<file path="src/rtl/cpu_pkg.sv">
// Shared CPU definitions: default widths, PC-select encodings, HALT opcode,
// bubble encoding and the fetch-stage state type.
package cpu_pkg;

    localparam int unsigned DEF_PC_W    = 9;
    localparam int unsigned DEF_INSTR_W = 16;

    // pc_sel encodings driven by control for the instruction in ID
    localparam logic [1:0] PC_SEQ = 2'b00;
    localparam logic [1:0] PC_BR  = 2'b01;
    localparam logic [1:0] PC_BX  = 2'b10;
    localparam logic [1:0] PC_BL  = 2'b11;

    localparam logic [2:0]  OPC_HALT     = 3'b111;
    localparam logic [15:0] BUBBLE_INSTR = 16'h0000;

    typedef enum logic [1:0] {
        StFetch,  // no request outstanding
        StWait,   // one request outstanding
        StHold,   // returned word parked in the skid while stalled
        StHalt    // HALT loaded, fetch stopped until reset
    } fetch_state_e;

endpackage

</file>
<file path="src/rtl/if_id_reg.sv">
// IF/ID pipeline register plus a one-entry skid buffer.
// Control priority: rst, bubble, hold, load_word, load_skid, otherwise bubble.
module if_id_reg
    import cpu_pkg::*;
#(
    parameter int unsigned PC_W    = DEF_PC_W,
    parameter int unsigned INSTR_W = DEF_INSTR_W
) (
    input  logic               clk,
    input  logic               rst,
    input  logic               bubble,
    input  logic               hold,
    input  logic               load_word,
    input  logic               load_skid,
    input  logic               skid_push,
    input  logic [INSTR_W-1:0] word_instr,
    input  logic [PC_W-1:0]    word_pc,
    output logic               valid,
    output logic [INSTR_W-1:0] instr,
    output logic [PC_W-1:0]    pc,
    output logic [INSTR_W-1:0] skid_instr
);

    logic [PC_W-1:0] skid_pc;

    // IF/ID register update in priority order
    always_ff @(posedge clk) begin
        if (rst || bubble) begin
            valid <= 1'b0;
            instr <= INSTR_W'(BUBBLE_INSTR);
            pc    <= '0;
        end else if (hold) begin
            valid <= valid;
        end else if (load_word) begin
            valid <= 1'b1;
            instr <= word_instr;
            pc    <= word_pc;
        end else if (load_skid) begin
            valid <= 1'b1;
            instr <= skid_instr;
            pc    <= skid_pc;
        end else begin
            valid <= 1'b0;
            instr <= INSTR_W'(BUBBLE_INSTR);
            pc    <= '0;
        end
    end

    // Skid capture; occupancy is tracked by the fetch FSM (StHold)
    always_ff @(posedge clk) begin
        if (rst) begin
            skid_instr <= '0;
            skid_pc    <= '0;
        end else if (skid_push) begin
            skid_instr <= word_instr;
            skid_pc    <= word_pc;
        end
    end

endmodule

</file>
<file path="src/rtl/fetch_stage.sv">
// Instruction-fetch stage: owns the PC, drives instruction memory and feeds
// the IF/ID register. Optional perf counters enabled by IF_PERF_CNT_EN.
module fetch_stage
    import cpu_pkg::*;
#(
    parameter int unsigned PC_W    = DEF_PC_W,
    parameter int unsigned INSTR_W = DEF_INSTR_W
) (
    input  logic               clk,
    input  logic               rst,
    output logic               imem_req,
    output logic [PC_W-1:0]    imem_addr,
    input  logic               imem_rvalid,
    input  logic [INSTR_W-1:0] imem_rdata,
    input  logic [1:0]         pc_sel,
    input  logic               id_cond_ok,
    input  logic [PC_W-1:0]    id_sximm,
    input  logic [15:0]        id_reg_target,
    input  logic               stall,
    input  logic               pc_load,
    input  logic               flush,
    output logic               if_id_valid,
    output logic [INSTR_W-1:0] if_id_instr,
    output logic [PC_W-1:0]    if_id_pc,
    output logic               halted
`ifdef IF_PERF_CNT_EN
    ,
    output logic [31:0]        perf_fetched,
    output logic [31:0]        perf_bubbles
`endif
);

    fetch_state_e       state_q, state_d;
    logic [PC_W-1:0]    pc_q, pc_d;
    logic [PC_W-1:0]    link_q;   // fetch address + 1 of the outstanding request
    logic               drop_q, drop_d;
    logic [INSTR_W-1:0] skid_instr;

    logic            take, redirect, rdata_halt, skid_halt;
    logic            word_arrive, word_take, skid_take, skid_push, halt_load, issue;
    logic [PC_W-1:0] target, pc_inc;
    logic            unused_target_hi;

    assign unused_target_hi = ^id_reg_target[15:PC_W];

    // Redirect, acceptance and issue decisions for this cycle
    always_comb begin
        take = (pc_sel == PC_BL) || (pc_sel == PC_BX) || ((pc_sel == PC_BR) && id_cond_ok);
        redirect = if_id_valid && !stall && take;
        target = (pc_sel == PC_BX) ? id_reg_target[PC_W-1:0] : if_id_pc + id_sximm;
        pc_inc = pc_q + PC_W'(1);

        rdata_halt  = imem_rdata[INSTR_W-1 -: 3] == OPC_HALT;
        skid_halt   = skid_instr[INSTR_W-1 -: 3] == OPC_HALT;
        word_arrive = (state_q == StWait) && imem_rvalid && !drop_q;
        word_take   = word_arrive && !stall && !redirect;
        skid_take   = (state_q == StHold) && !stall && !redirect;
        skid_push   = word_arrive && stall;
        // A flushed HALT never reaches IF/ID, so it does not stop fetch
        halt_load   = !flush && ((word_take && rdata_halt) || (skid_take && skid_halt));

        issue = pc_load && !redirect && !rst &&
                ((state_q == StFetch) ||
                 ((state_q == StWait) && imem_rvalid && !stall && (drop_q || !rdata_halt)));
    end

    // FSM next state, drop flag and PC next value
    always_comb begin
        state_d = state_q;
        drop_d  = drop_q;
        pc_d    = pc_q;
        unique case (state_q)
            StFetch: if (issue) state_d = StWait;
            StWait: begin
                if (imem_rvalid) begin
                    drop_d = 1'b0;
                    if (skid_push)      state_d = StHold;
                    else if (halt_load) state_d = StHalt;
                    else if (issue)     state_d = StWait;
                    else                state_d = StFetch;
                end else if (redirect) begin
                    drop_d = 1'b1;
                end
            end
            StHold: begin
                if (redirect)       state_d = StFetch;
                else if (skid_take) state_d = halt_load ? StHalt : StFetch;
            end
            StHalt: state_d = StHalt;
        endcase
        if (redirect && state_q != StHalt) pc_d = target;
        else if (issue)                    pc_d = pc_inc;
    end

    // State, PC and link registers
    always_ff @(posedge clk) begin
        if (rst) begin
            state_q <= StFetch;
            pc_q    <= '0;
            link_q  <= '0;
            drop_q  <= 1'b0;
        end else begin
            state_q <= state_d;
            pc_q    <= pc_d;
            drop_q  <= drop_d;
            if (issue) link_q <= pc_inc;
        end
    end

    assign imem_req  = issue;
    assign imem_addr = pc_q;
    assign halted    = (state_q == StHalt);

    if_id_reg #(
        .PC_W    (PC_W),
        .INSTR_W (INSTR_W)
    ) u_if_id_reg (
        .clk        (clk),
        .rst        (rst),
        .bubble     (flush || redirect),
        .hold       (stall),
        .load_word  (word_take),
        .load_skid  (skid_take),
        .skid_push  (skid_push),
        .word_instr (imem_rdata),
        .word_pc    (link_q),
        .valid      (if_id_valid),
        .instr      (if_id_instr),
        .pc         (if_id_pc),
        .skid_instr (skid_instr)
    );

`ifdef IF_PERF_CNT_EN
    logic fetched_inc, bubble_inc;
    assign fetched_inc = !flush && !stall && (word_take || skid_take);
    assign bubble_inc  = flush || (!stall && !(word_take || skid_take));

    // Saturating counts of valid and bubble IF/ID loads
    always_ff @(posedge clk) begin
        if (rst) begin
            perf_fetched <= '0;
            perf_bubbles <= '0;
        end else begin
            if (fetched_inc && perf_fetched != '1) perf_fetched <= perf_fetched + 32'd1;
            if (bubble_inc && perf_bubbles != '1) perf_bubbles <= perf_bubbles + 32'd1;
        end
    end
`endif

endmodule

</file>
<file path="config.mk">
export PLATFORM = sky130hd
export DESIGN_NAME = fetch_stage
export DESIGN_NICKNAME = d
export VERILOG_FILES = /design/src/rtl/cpu_pkg.sv /design/src/rtl/if_id_reg.sv /design/src/rtl/fetch_stage.sv
export SDC_FILE = /design/constraint.sdc
export NUM_CORES = 1
export LEC_CHECK = 0
export ABC_AREA = 0
export CAP_MARGIN = 20
export CORE_MARGIN = 2
export CORE_UTILIZATION = 40
export CTS_CLUSTER_DIAMETER = 40
export DETAILED_ROUTE_END_ITERATION = 8
export PLACE_DENSITY_LB_ADDON = 0.08
export SYNTH_ARGS = -nofsm -noshare
export SYNTH_HDL_FRONTEND = slang
export SYNTH_SLANG_ARGS = --single-unit
</file>
<file path="constraint.sdc">
create_clock -name clk -period 6.3 [get_ports clk]
set_clock_uncertainty 0.1 [all_clocks]
set_input_delay 1.575 -clock clk [delete_from_list [all_inputs] [get_ports clk]]
set_output_delay 1.575 -clock clk [all_outputs]
set_load 0.01 [all_outputs]
</file>
# == Yosys cells after proc, flatten, opt, wreduce, memory -nomap -nowiden ==
# Index checks and enable logic that the tools add are counted.
# op_classes
reduce_logical,37
multipliers,0
div_mod_pow,0
eq_ne,12
bitwise_logic,0
add_sub_neg,2
n_shift,0
n_lt_le_gt_ge,0
muxes,20
# ops
cell,n
9-bit two-way mux,5
16-bit two-way mux,2
1-bit logical AND,19
2-bit two-way mux,7
9-bit by 1-bit adder with 9-bit output (second input constant),1
9-bit adder,1
2-bit == test (second input constant),4
2-bit one-hot mux with 4 select lines,1
1-bit logical OR,7
3-bit == test (second input constant),2
1-bit zero test,6
2-bit inequality test (second input constant),3
1-bit two-way mux,5
2-bit by 1-bit == test with 1-bit output (second input constant),2
2-bit nonzero test,2
3-bit inequality test (second input constant),1
3-bit AND reduction,1
2-bit zero test,1
2-bit AND reduction,1
# totals
wordCells,80
input_bits,50
reg_bits,72
n_memories,0
ramBits,0
latch_bits,0
rom_bits,0
out_inout_bits,37

# == Depth between registers and ports, before layout ==
# Gate-level depths: netlist of the first run.
# logic_depth
ltp_word,13
ltp_mapped,8
depth_no_buf,7

# == Modules after synthesis ==
# Synthesis of the first run repeated with hierarchy kept, for this count alone.
# hier_totals
hier_cells,404
area_unflattened_um2,3683.5
# modules_own_cells
mod,area_per_inst_um2,n_inst,seq_area_each_um2,cells_per_inst
if_id_reg,2050.7,1,1021.0,201
fetch_stage,1632.8,1,420.4,203

# == Worst setup path after synthesis of the first run ==
# Ideal clock, no wire load.
# synth_timing
kind,input port to output port
start,in stall
end,out imem_req
arrival_time_ps,2517
required_ps,4625
path_stages,5
path_buffers,2
slack_ps,2108
cell_sequence,buf_6 nand2b_4 a221o_1 nor2_2 buf_2
# synth_between
elab_chain_cells,7
word_cells_on_any_way,10
classes_between,reduce/logical: 10
# synth_lines
element,line_no,source
start: declaration,fetch_stage.sv:19,"input logic stall,"
1-bit zero test *,"fetch_stage.sv:49, fetch_stage.sv:64",
1-bit logical AND (2 in a row),fetch_stage.sv:49,redirect = if_id_valid && !stall && take;
1-bit zero test,fetch_stage.sv:62,issue = pc_load && !redirect && !rst &&
1-bit logical AND (2 in a row),fetch_stage.sv:62,
1-bit logical AND *,fetch_stage.sv:62,
end: declaration,fetch_stage.sv:11,"output logic imem_req,"
# Mark *: on every way between the ends. The rest lies on a longest branch, timed or not.

# == Final worst setup path of the first run ==
# Same ends and word-level chain as after synthesis.

==> results of run 1 <==
## stage by stage
step                      power, W  utilization  setup WS [ns]  instances
final                     0.000957        0.540           1.15        569
after floorplan           0.000540            -           2.11        390
after global routing      0.000991        0.540           1.07        569
after CTS                 0.000963        0.540           1.13        569
after detailed placement  0.000593        0.516           1.13        553
after global placement    0.000592        0.516           1.15        553
## power by group through the flow
stage	registers [W]	clock network, W	logic (W)
detailed placement	0.000485	0	0.000108
floorplan	0.000482	0	0.0000579
finish	0.000475	0.000375	0.000107
global placement	0.000485	0	0.000107
CTS	0.000474	0.000381	0.000108
global route	0.000476	0.000397	0.000118
## worst max-delay path by stage
stage / startpoint / endpoint / depth (start not counted)
after floorplan: stall / imem_req / 5
after global placement: stall / imem_req / 6
after detailed placement: stall / imem_req / 6
after CTS: stall / imem_req / 6
after global routing: stall / imem_req / 6
final: stall / imem_req / 6
## cell usage after synthesis (all sizes together), types with 2 or more instances
cell type / n
nand2b: 4
and2: 4
nor4: 2
nor2: 43
nand2: 65
a31oi: 3
a222oi: 24
buf: 10
a211oi: 13
o21ai: 7
xor2: 9
a21oi: 33
ha: 9
nor3: 9
o211a: 4
a311oi: 2
clkbuf: 16
nor2b: 7
a221oi: 6
xnor2: 10
or3: 4
dfxtp: 72
mux2i: 2
a21o: 3
and3: 6
nand3: 7
## final cells by class
class | instances | area share
clock buffer | 9 | 0.0278
multi-input combinational | 291 | 0.417
tap | 105 | 0.0294
clock inverter | 7 | 0.0174
timing repair buffer | 84 | 0.184
inverter | 1 | 0.000841
sequential | 72 | 0.323
## logic make-up after synthesis
| logic type | Yosys count |
|---|---|
| AO/OA/AOI/OAI | 103 |
| XOR/XNOR | 19 |
| adder cells (fa/ha/maj) | 10 |
| buffers and inverters | 27 |
| flip-flops | 72 |
| multiplexers | 2 |
| AND/OR/NAND/NOR | 157 |
## state kept, by name, indices dropped and copies added (netlist names), 2 cells and up
name,flops
state_q,2
u_if_id_reg.skid_instr,16
u_if_id_reg.pc,9
u_if_id_reg.instr,16
link_q,9
imem_addr,9
u_if_id_reg.skid_pc,9
## routing by layer
metal,track usage,part of all wire
met1,0.273,0.46
met3,0.0442,0.064
met5,0,0
met2,0.341,0.46
met4,0.0540,0.010
## worst max-delay path, delay by kind of cell
family / cells / cell delay, ns
compound gates: 1 / 0.41
buf+inv: 3 / 1.19
simple gates: 2 / 0.30
==> impl_metrics.env, run 1 <==
export IMPL_status="finished, final reports clean"
export IMPL_cpMaxStageDelayCell="clkdlybuf4s50_1"
export IMPL_drt_vias_per_instance=5.52
export IMPL_grt_use_total=0.206
export IMPL_post_route_period_util=0.818
export IMPL_postSynthAreaPerCell_sq_um=8.76
export IMPL_startpoint_type="primary input"
export IMPL_worst_slew_pin_slew_ns=1.10
export IMPL_fmaxAchievable_ghz=0.194
export IMPL_layout_nets=519
export IMPL_path_cells="clkdlybuf4s50_1 > buf_4 > nand2b_4 > a221o_1 > nor2_2 > clkdlybuf4s50_1"
export IMPL_cts_setup_buffers=0
export IMPL_wirelength_mm=9.34
export IMPL_synth_edff_count=0
export IMPL_cellLeakagePower_nw=1.58
export IMPL_synth_fa_ha_area_frac=0.0388
export IMPL_synth_cell_types=52
export IMPL_period_minus_slack_ns=5.15
export IMPL_drc_errors=0
export IMPL_p_clk_frac=0.392
export IMPL_switchingPower_w=0.000253
export IMPL_rsz0062_at_grt="no"
export IMPL_area_growth_pct=30.6
export IMPL_avgRoutedWirePerCell_um=16.4
export IMPL_dpl_hpwl_mm=6.29
export IMPL_hold_buffers=0
export IMPL_grt_max_degree=49
export IMPL_power_frac_seq=0.496
export IMPL_whs_path_depth=2
export IMPL_ant_nets=0
export IMPL_power_density_nw_per_um2=214
export IMPL_required_ns=4.62
export IMPL_max_slew_margin=0.268
export IMPL_firstDrtPassIters=5
export IMPL_grt_pass1_vias=3006
export IMPL_cp_end_kind="primary output"
export IMPL_setup_viol=0
export IMPL_path_max_fanout=21
export IMPL_drive_gt1_frac=0.0754
export IMPL_holdWs_ns=0.356
export IMPL_syn_inst=390
export IMPL_synth_nets=450
export IMPL_arrival_ns=3.48
export IMPL_fin_area_sq_um=4460
export IMPL_die_height_um=96.4
export IMPL_core_sq_um=8260
export IMPL_num_vias=3142
export IMPL_ios=87
export IMPL_cts_root_buf="clkbuf_8"
export IMPL_die_area_sq_um=9300
export IMPL_path_common_cell="clkdlybuf4s50_1"
export IMPL_final_common_cell="clkdlybuf4s50_1"
export IMPL_tns_ns=0
export IMPL_internal_power_w=0.000703
export IMPL_synthSimpleGateAreaFrac=0.219
export IMPL_r2r_cells=5
export IMPL_place_area_sq_um=4260
export IMPL_nFillCells=788
export IMPL_slew_violations=0
export IMPL_yosysTopAreaCell="dfxtp_1"
export IMPL_clk_path_buf_depth=2
export IMPL_syn_cell_area_sq_um=3420
export IMPL_port_buffers=79
export IMPL_irDropWorstVdd_mv=0.107
export IMPL_ys_seq_elements=72
export IMPL_synth_xor_area_frac=0.0487
export IMPL_synth_compound_area_frac=0.228
export IMPL_r2r_end="state_q[1]"
export IMPL_globalRouteOverflowTotal=0
export IMPL_rows=33
export IMPL_synth_flop_cell="dfxtp_1"
export IMPL_seq_area_frac_synth=0.422
export IMPL_synthTopCellsByArea="dfxtp_1, nand2_1, a222oi_1, a21oi_1, nor2_1"
export IMPL_cts_resized=0
export IMPL_drt_iter0_markers=266
export IMPL_synth_top_area_frac=0.422
export IMPL_crit_type="primary input to primary output"
export IMPL_die_w_um=96.4
export IMPL_p_sw_frac=0.265
export IMPL_reg2reg_from="state_q[0]"
export IMPL_max_cap_violations=0
export IMPL_seqCellArea_sq_um=1440
export IMPL_cts_tree="done"
export IMPL_initial_core_util=0.414
export IMPL_min_to="u_if_id_reg.skid_instr[3]"
export IMPL_synth_top_family_by_area="compound AO/OA/AOI/OAI gates"
export IMPL_cts_max_level=3
export IMPL_multi_input_area_sq_um=1860
export IMPL_cp_slowest_stage_delay_ns=0.54
export IMPL_r2r_slack_ns=3.74
export IMPL_min_from="u_if_id_reg.skid_instr[3]"
export IMPL_gp_congestion=0.804
export IMPL_grt_pass1_wl_mm=14.7
export IMPL_hold_class="flop to flop"
export IMPL_async_reset_ff_frac=0
export IMPL_clock_sink_count=72
export IMPL_clk_pin_slew_ns=0.09
export IMPL_yosysWarnings=0
export IMPL_synthMuxAreaShare=0.00586
export IMPL_antenna_found_initial=0
export IMPL_combPwrFrac=0.112
export IMPL_antennaDiodeCount=0
export IMPL_cts_inserted_buffers=9
export IMPL_mostFrequentLayoutCells="clkdlybuf4s50_1, dfxtp_1, nand2_1, nor2_1, a21oi_1"
export IMPL_worstSkewPairLatency_ns=0.35
export IMPL_final_hold_violation_count=0
(Power assumes the default switching activity.)
==> inputs of run 2 (changes only) <==
==> constraint.sdc (replaced) <==
create_clock -name clk -period 5.4 [get_ports clk]
set_clock_uncertainty 0.1 [all_clocks]
set_input_delay 1.35 -clock clk [delete_from_list [all_inputs] [get_ports clk]]
set_output_delay 1.35 -clock clk [all_outputs]
set_load 0.01 [all_outputs]
==> run 2 against run 1 <==
Compared with the run above:
- combinational power up 17%
- routed wire length down 1.2%
- count of clock-buffer cells in the layout is the same
- die area unchanged
- non-clock buffer count grew 1
- final area increased by 0.50%
- worst hold slack gained 0.00083 ns
- clock power increased by 26%
- flip-flop and latch count unchanged
- via count is 1.2% higher
- core utilization up 0.27 points
- worst setup slack got worse by 0.32 ns
==> impl_metrics.env, run 2 (synthesized netlist as in run 1, its figures left out) <==
export IMPL_status="finished, final reports clean"
export IMPL_cts_max_level=3
export IMPL_power_density_nw_per_um2=257
export IMPL_place_worst_setup_slack_ns=0.808
export IMPL_reg2reg_from="u_if_id_reg.pc[0]"
export IMPL_num_vias=3179
export IMPL_wirelength_mm=9.23
export IMPL_cts_inserted_buffers=9
export IMPL_final_util=0.543
export IMPL_worstSkewPairLatency_ns=0.35
export IMPL_max_cap_violations=0
export IMPL_path_cells="clkdlybuf4s50_1 > buf_4 > nand2b_4 > o21ai_2 > nor2_2 > clkdlybuf4s50_1"
export IMPL_path_max_fanout=19
export IMPL_crit_type="primary input to primary output"
export IMPL_final_hold_violation_count=0
export IMPL_min_to="u_if_id_reg.skid_instr[3]"
export IMPL_antennaDiodeCount=0
export IMPL_ant_nets=0
export IMPL_r2r_slack_ns=3.10
export IMPL_whs_path_depth=2
export IMPL_clk_pin_slew_ns=0.08
export IMPL_area_growth_pct=31.3
export IMPL_seqCellArea_sq_um=1440
export IMPL_max_slew_margin=0.272
export IMPL_drt_iter0_markers=232
export IMPL_gp_congestion=0.807
export IMPL_cp_end_kind="primary output"
export IMPL_cp_slowest_stage_delay_ns=0.55
export IMPL_layout_nets=520
export IMPL_irDropWorstVdd_mv=0.111
export IMPL_initial_core_util=0.414
export IMPL_rsz0062_at_grt="no"
export IMPL_grt_use_total=0.208
export IMPL_core_sq_um=8260
export IMPL_largest_registers="u_if_id_reg.instr (16), u_if_id_reg.skid_instr (16)"
export IMPL_die_height_um=96.4
export IMPL_die_w_um=96.4
export IMPL_drt_vias_per_instance=5.59
export IMPL_startpoint_type="primary input"
export IMPL_drc_errors=0
export IMPL_die_area_sq_um=9300
export IMPL_r2r_cells=7
export IMPL_ios=87
export IMPL_mostFrequentLayoutCells="clkdlybuf4s50_1, dfxtp_1, nand2_1, nor2_1, a21oi_1"
export IMPL_port_buffers=79
export IMPL_dp_cells=554
export IMPL_globalRouteOverflowTotal=0
export IMPL_grt_pass1_vias=2981
export IMPL_grt_max_degree=49
export IMPL_nFillCells=788
export IMPL_cpMaxStageDelayCell="clkdlybuf4s50_1"
export IMPL_cts_setup_buffers=0
export IMPL_r2r_end="imem_addr[6]"
export IMPL_clk_path_buf_depth=2
export IMPL_final_common_cell="clkdlybuf4s50_1"
export IMPL_slew_violations=0
export IMPL_hold_class="flop to flop"
export IMPL_cellLeakagePower_nw=1.59
export IMPL_cts_tree="done"
export IMPL_path_buf_inv=3
export IMPL_rows=33
export IMPL_final_cells=569
export IMPL_cts_resized=0
export IMPL_path_delay_family="buffers and inverters"
export IMPL_period_minus_slack_ns=4.58
export IMPL_avgRoutedWirePerCell_um=16.2
export IMPL_path_common_cell="clkdlybuf4s50_1"
export IMPL_hold_buffers=0
export IMPL_fmaxAchievable_ghz=0.218
export IMPL_dpl_hpwl_mm=6.26
export IMPL_clock_sink_count=72
export IMPL_worst_slew_pin_slew_ns=1.09
export IMPL_min_from="u_if_id_reg.skid_instr[3]"
export IMPL_cts_root_buf="clkbuf_8"
export IMPL_post_route_period_util=0.848
export IMPL_multi_input_area_sq_um=1860
export IMPL_arrival_ns=3.13
export IMPL_required_ns=3.95
export IMPL_tns_ns=0
export IMPL_holdWs_ns=0.357
export IMPL_grt_pass1_wl_mm=14.7
export IMPL_setup_viol=0
export IMPL_antenna_found_initial=0
export IMPL_firstDrtPassIters=7
export IMPL_fin_ws_ns=0.821
export IMPL_drive_gt1_frac=0.0754
run 2: cell count changes in the layout (fill, tap and decap cells not counted), sizes merged:
cell      delta
clkinvlp     +1
buf          +1
bufinv       +1
clkinv       -2
inv          -1
run 2: how the worst max path moves through the flow:
stage,from,endpoint,slack (ns),depth (start not counted)
detailed placement,stall,imem_req,0.81,6
global route,stall,imem_req,0.73,6
global placement,stall,imem_req,0.83,6
CTS,stall,imem_req,0.81,6
floorplan,stall,imem_req,1.66,5
finish,stall,imem_req,0.82,6
run 2: tightest hold or removal path: cells and delay by family, from the launching register on:
kind | cells | cell delay, ns
AOI/OAI and AO/OA | 1 | 0.05
DFF | 1 | 0.31
and+or+nand+nor | 1 | 0.05
run 2: cell type report:
| cell class | instances | share of cell area |
|---|---|---|
| timing repair buffer | 85 | 0.185 |
| multi-input combinational | 291 | 0.415 |
| sequential | 72 | 0.321 |
| tap | 105 | 0.0293 |
| clock inverter | 6 | 0.0206 |
| clock buffer | 9 | 0.0276 |
| inverter | 1 | 0.000837 |
run 2: metrics by stage:
step / cell area [sq um] / total power, W
2_1_floorplan: 3420 / 0.000630
3_3_place_gp: 4270 / 0.000691
3_5_place_dp: 4270 / 0.000692
4_1_cts: 4490 / 0.00116
5_1_grt: 4490 / 0.00120
6_report: 4490 / 0.00115
run 2: routing by layer:
layer  track usage  vias to the layer above  routed length (um)
li1              -                     1577                   -
met1         0.267                     1503                4120
met2         0.355                       88                4520
met3        0.0489                       11                 491
met4        0.0493                        0                  95
met5             0                        -                   0
run 2: power breakdown:
| part | switching [W] | internal [W] |
|---|---|---|
| sequential | 0.0000114 | 0.000542 |
| combinational | 0.0000647 | 0.0000608 |
| clock | 0.000213 | 0.000261 |
